File: config.mk
export PLATFORM = sky130hd
export DESIGN_NAME = regfile_mp_sb
export DESIGN_NICKNAME = d
export VERILOG_FILES = /design/src/rtl/regfile_mp_sb.sv
export SDC_FILE = /design/constraint.sdc
export NUM_CORES = 2
export LEC_CHECK = 0
export BUFFER_PORTS_ARGS = -buffer_cell sky130_fd_sc_hd__buf_2
export CORE_MARGIN = 3
export CORE_UTILIZATION = 57
export DETAILED_ROUTE_END_ITERATION = 10
export PLACE_DENSITY = 0.76
export SYNTH_ARGS = -nofsm -noshare
export SYNTH_HDL_FRONTEND = slang
export SYNTH_SLANG_ARGS = --single-unit
File: constraint.sdc
create_clock -name i_clk -period 3.4 [get_ports i_clk]
set_input_delay 0.51 -clock i_clk [delete_from_list [all_inputs] [get_ports i_clk]]
set_output_delay 0.51 -clock i_clk [all_outputs]
set_load 0.02 [all_outputs]
File: src/rtl/regfile_mp_sb.sv
// Multi-read-port integer register file with write-to-read bypass and a
// per-register busy scoreboard that tracks pending producers for hazard detection.
module regfile_mp_sb #(
  parameter int DATA_W   = 32,
  parameter int ADDR_W   = 5,
  parameter int NUM_RD   = 2,
  parameter int BYPASS   = 1,
  parameter int ZERO_REG = 1
) (
  input  logic                     i_clk,
  input  logic                     i_reset,
  input  logic [NUM_RD*ADDR_W-1:0] i_rs_addr,
  output logic [NUM_RD*DATA_W-1:0] o_rs_data,
  output logic [NUM_RD-1:0]        o_rs_busy,
  input  logic [ADDR_W-1:0]        i_rd_addr,
  input  logic [DATA_W-1:0]        i_rd_data,
  input  logic                     i_rd_wren,
  input  logic                     i_alloc_valid,
  input  logic [ADDR_W-1:0]        i_alloc_addr,
  output logic [ADDR_W:0]          o_busy_cnt
);

  localparam int DEPTH = 2 ** ADDR_W;
  localparam logic [ADDR_W:0] CNT_ONE = {{ADDR_W{1'b0}}, 1'b1};

  logic [DATA_W-1:0] regs_q [DEPTH];
  logic [DEPTH-1:0]  busy_q;
  logic [DEPTH-1:0]  busy_d;
  logic [ADDR_W:0]   cnt_q;
  logic [ADDR_W:0]   cnt_d;

  logic wr_eff_s;
  logic alloc_eff_s;
  logic cnt_inc_s;
  logic cnt_dec_s;

  // With a hardwired x0, writes and allocations to register 0 have no effect at all.
  assign wr_eff_s    = i_rd_wren && !((ZERO_REG != 0) && (i_rd_addr == '0));
  assign alloc_eff_s = i_alloc_valid && !((ZERO_REG != 0) && (i_alloc_addr == '0));

  // Next busy vector: alloc sets, writeback clears, alloc wins on the same address.
  always_comb begin
    busy_d = busy_q;
    for (int i = 0; i < DEPTH; i++) begin
      busy_d[i] = (alloc_eff_s && (i_alloc_addr == ADDR_W'(i))) ? 1'b1 :
                  (wr_eff_s && (i_rd_addr == ADDR_W'(i)))       ? 1'b0 :
                  busy_q[i];
    end
  end

  // The count moves by at most one per cycle, so it tracks the popcount of busy_q exactly.
  assign cnt_inc_s = alloc_eff_s && !busy_q[i_alloc_addr];
  assign cnt_dec_s = wr_eff_s && busy_q[i_rd_addr] &&
                     !(alloc_eff_s && (i_alloc_addr == i_rd_addr));

  // Busy counter next state.
  always_comb begin
    cnt_d = cnt_q;
    if (cnt_inc_s && !cnt_dec_s) begin
      cnt_d = cnt_q + CNT_ONE;
    end else if (cnt_dec_s && !cnt_inc_s) begin
      cnt_d = cnt_q - CNT_ONE;
    end else begin
      cnt_d = cnt_q;
    end
  end

  // Register array, scoreboard and counter state; reset overrides write and alloc.
  always_ff @(posedge i_clk) begin
    if (i_reset) begin
      for (int i = 0; i < DEPTH; i++) begin
        regs_q[i] <= '0;
      end
      busy_q <= '0;
      cnt_q  <= '0;
    end else begin
      if (wr_eff_s) begin
        regs_q[i_rd_addr] <= i_rd_data;
      end
      busy_q <= busy_d;
      cnt_q  <= cnt_d;
    end
  end

  assign o_busy_cnt = cnt_q;

  for (genvar k = 0; k < NUM_RD; k++) begin : g_rd
    logic [ADDR_W-1:0] addr_s;
    logic              zero_s;
    logic              hit_s;

    assign addr_s = i_rs_addr[k*ADDR_W +: ADDR_W];
    assign zero_s = (ZERO_REG != 0) && (addr_s == '0);
    assign hit_s  = (BYPASS != 0) && wr_eff_s && (addr_s == i_rd_addr);

    assign o_rs_data[k*DATA_W +: DATA_W] = zero_s ? '0 :
                                           hit_s  ? i_rd_data : regs_q[addr_s];
    // A producer writing back this cycle is already visible, so the port is not stalled.
    assign o_rs_busy[k] = busy_q[addr_s] & ~hit_s & ~zero_s;
  end

endmodule

==> flow_summary.json <==
{
  "status": "finished, violations left",
  "violations": "negative setup slack",
  "final_cell_area_sq_mm": 0.06608,
  "vias": 41550,
  "async_flop_share_pct": 0,
  "path_cells": "buf_4, nor2b_4, a211oi_1, nand2_1, a32o_1, buf_2",
  "area_growth_pct": 13.35,
  "grt_pass1_vias": 40340,
  "rr_startpoint": "busy_q[24]",
  "timing.final.crit_period_ns": 3.472,
  "synth_compound_area_share_pct": 6.274,
  "cts_tree": "yes",
  "antenna_found_initial": 16,
  "start_util_pct": 57.87,
  "root_buffer": "clkbuf_16",
  "tightest_slew_ns": 1.222,
  "wl_per_cell_um": 35.42,
  "clock_latency_ns": 0.68,
  "slew_viol_final": 0,
  "ctsHtreeMaxLevel": 3,
  "ctsLongestPathBuffers": 3,
  "drtIter0Drc": 7797,
  "via_per_inst": 7.232,
  "r2r_cells": 12,
  "fin_nets": 4354,
  "placed_area_sq_mm": 0.06252,
  "antenna_left": 0,
  "worstSetupPathType": "in -> out",
  "ys_seq_elements": 1062,
  "synth_top_family_by_area": "multiplexers",
  "worstHoldPathCells": 3,
  "cp_top_family": "simple AND/OR/NAND/NOR gates",
  "power_density_mw_per_mm2": 482.2,
  "min_to": "busy_q[29]",
  "syn_inst": 4149,
  "worst_r2r_endpoint": "o_busy_cnt[5]",
  "crit_buf_inv": 2,
  "drc": 0,
  "vdd_drop_max_mv": 0.5339,
  "syn_avg_cell_area_sq_um": 14.05,
  "layout-drive-gt1-share_pct": 25.66,
  "clock-sinks": 1062,
  "die_w_um": 325.8,
  "critical-path-max-stage-delay_ns": 1.05,
  "hold_path_class": "in -> reg",
  "fin_crit_sh_pct": 102.1,
  "min_from": "i_alloc_addr[2]",
  "pin_count": 128,
  "grt_max_degree": 74,
  "synth_top_area_share_pct": 52.75,
  "arrival_ns": 2.96,
  "ys_seq_area_share_pct": 54.05,
  "cts_buffers": 109,
  "setup_viol": 9,
  "synthFlopType": "edfxtp_1",
  "die_h_um": 325.8,
  "cp_slowest_cell": "nor2b_4",
  "synthAdderAreaFrac_pct": 0.1417,
  "synth.area.top_cells": "edfxtp_1 (53%), mux4_2 (16%), and2_1 (11%)",
  "cp-start-kind": "primary input",
  "drt_wl_total_um": 203500,
  "grt_overflow": 0,
  "muxShareOfSynthArea_pct": 21.96,
  "place.gp.congestion": 1.008,
  "dr.pass1.iters": 7,
  "synth-edff-count": 1024,
  "cap_violations": 0,
  "syn_area_sq_mm": 0.05829,
  "hold_viol": 0,
  "worstSetupEndpointType": "primary output",
  "path_clk_slew_ns": 0.06,
  "grt_first_pass_wirelength_um": 288500,
  "die_area_sq_mm": 0.1061,
  "synth_xor_area_share_pct": 0.2704,
  "skew_ns": 0.005731,
  "rows": 116,
  "synthSimpleGateAreaFrac_pct": 13.52,
  "worstPathMaxFanout": 20,
  "ctsHoldBuffers": 0,
  "p_leak_nw": 23.89,
  "setup_tns_ns": -0.3106,
  "port_buffers": 127,
  "place_hpwl_um": 121300,
  "rsz0062_at_grt": "false",
  "r2r_setup_slack_ns": 0.19,
  "ys_warn_count": 0,
  "synth_cell_type_count": 66,
  "cp.required_ns": 2.89,
  "coreArea_sq_mm": 0.1007,
  "relSlewSlack_pct": 18.39,
  "dpl_worst_slack_ns": -0.3375,
  "fmax_ghz": 0.2881,
  "finalWorstSetupSlack_ns": -0.07151,
  "synth_area_leader_cell": "edfxtp_1",
  "grt_usage_pct": 37.99
}
## synth_stat cells, types with 6 or more instances
| cell type | n |
|---|---|
| a211oi_1 | 36 |
| a21o_1 | 48 |
| a21oi_1 | 53 |
| a221o_1 | 69 |
| a22oi_1 | 49 |
| a32o_1 | 32 |
| and2_1 | 997 |
| buf_1 | 18 |
| buf_2 | 77 |
| buf_4 | 37 |
| buf_6 | 13 |
| clkbuf_1 | 292 |
| dfxtp_1 | 38 |
| edfxtp_1 | 1024 |
| inv_1 | 34 |
| mux2_2 | 30 |
| mux2i_1 | 280 |
| mux4_1 | 18 |
| mux4_2 | 408 |
| nand2_1 | 163 |
| nand2b_1 | 12 |
| nand3_1 | 7 |
| nand3b_1 | 7 |
| nor2_1 | 78 |
| nor2b_1 | 15 |
| nor3_1 | 45 |
| o21ai_0 | 31 |
| o221ai_1 | 37 |
| o22ai_1 | 108 |
| o32ai_1 | 6 |
| xnor2_1 | 11 |
| xor2_1 | 7 |
## metrics by stage
step	power [W]	instances	util [%]	hold WS, ns
floorplan	0.01833	4180	-	0.4598
global placement	0.02017	5528	62.07	0.5069
detailed placement	0.02028	5528	62.07	0.5035
CTS	0.03166	5728	65.50	0.1583
finish	0.03187	5745	65.60	0.1989
global route	0.03256	5734	65.57	0.1908
## final cells by class
cell class | instances | area, sq um
Sequential cell | 1062 | 31510
Fill cell | 7149 | 34650
Tap cell | 1357 | 1698
Antenna cell | 11 | 27.53
Clock inverter | 62 | 496.7
Timing Repair Buffer | 443 | 4277
Inverter | 36 | 135.1
Clock buffer | 134 | 2885
Multi-Input combinational cell | 2640 | 25050
## power breakdown
part	internal, W	switching [W]
registers	0.0151	0.000399
clock network	0.00645	0.00516
logic	0.00192	0.00286
total	0.0235	0.00841
## flip-flops by register name, summed over array words and instances, names as in the netlist
| signal | flops |
|---|---|
| busy_q | 32 |
| o_busy_cnt | 6 |
| regs_q | 1024 |
## worst max-delay path by stage
stage / startpoint / endpoint / slack (ns) / depth (start not counted)
after floorplan: i_alloc_addr[0] / o_busy_cnt[5] / 0.0007 / 12
after global placement: i_rd_addr[0] / o_busy_cnt[5] / -0.38 / 13
after detailed placement: i_rd_addr[0] / o_busy_cnt[5] / -0.34 / 13
after CTS: i_rs_addr[0] / o_rs_data[6] / 0.001 / 7
after global routing: regs_q[27][16] / o_rs_data[16] / 0.001 / 5
final: i_rs_addr[3] / o_rs_data[5] / -0.07 / 6
## routing by layer
layer  GRT usage (%)  share of wire [%]
met5               0              0.043
met4           17.69                5.8
met3           13.76                 17
met2           55.91                 44
met1           50.74                 34
## kinds of logic after synthesis
logic type	after synthesis
buf+inv	479
xor+xnor	18
flops	1062
other cells	1
compound gates	490
simple gates	1357
fa+ha+maj	6
mux	736
## worst register-to-register path, cell delays in order, from the launching register on
cell and delay, ns:
dfxtp_1 0.37, mux4_2 0.47, mux4_2 0.48, mux2_2 0.27, nand2_1 0.10, ha_4 0.14, inv_2 0.07, ha_1 0.27
a21o_1 0.19, a21oi_2 0.18, o21ai_0 0.10, o311ai_1 0.10, mux2_2 0.37
## layout by cell type, fill, tap and decap left out, drive strengths merged, types with 53 or more instances in the layout
cell	synthesis	layout
mux2i	280	280
clkbuf	293	134
a21oi	53	53
edfxtp	1024	1024
nor2	80	81
a221o	69	69
and2	997	997
buf	150	443
nand2	164	164
o22ai	108	108
mux4	426	426
## timing repair
item	in CTS	in global routing
buffers inserted	3	6
gates resized for setup	8	11
setup endpoints to repair	29	22
gates cloned	1	0
pin swaps	1	4
(Power assumes the default switching activity.)
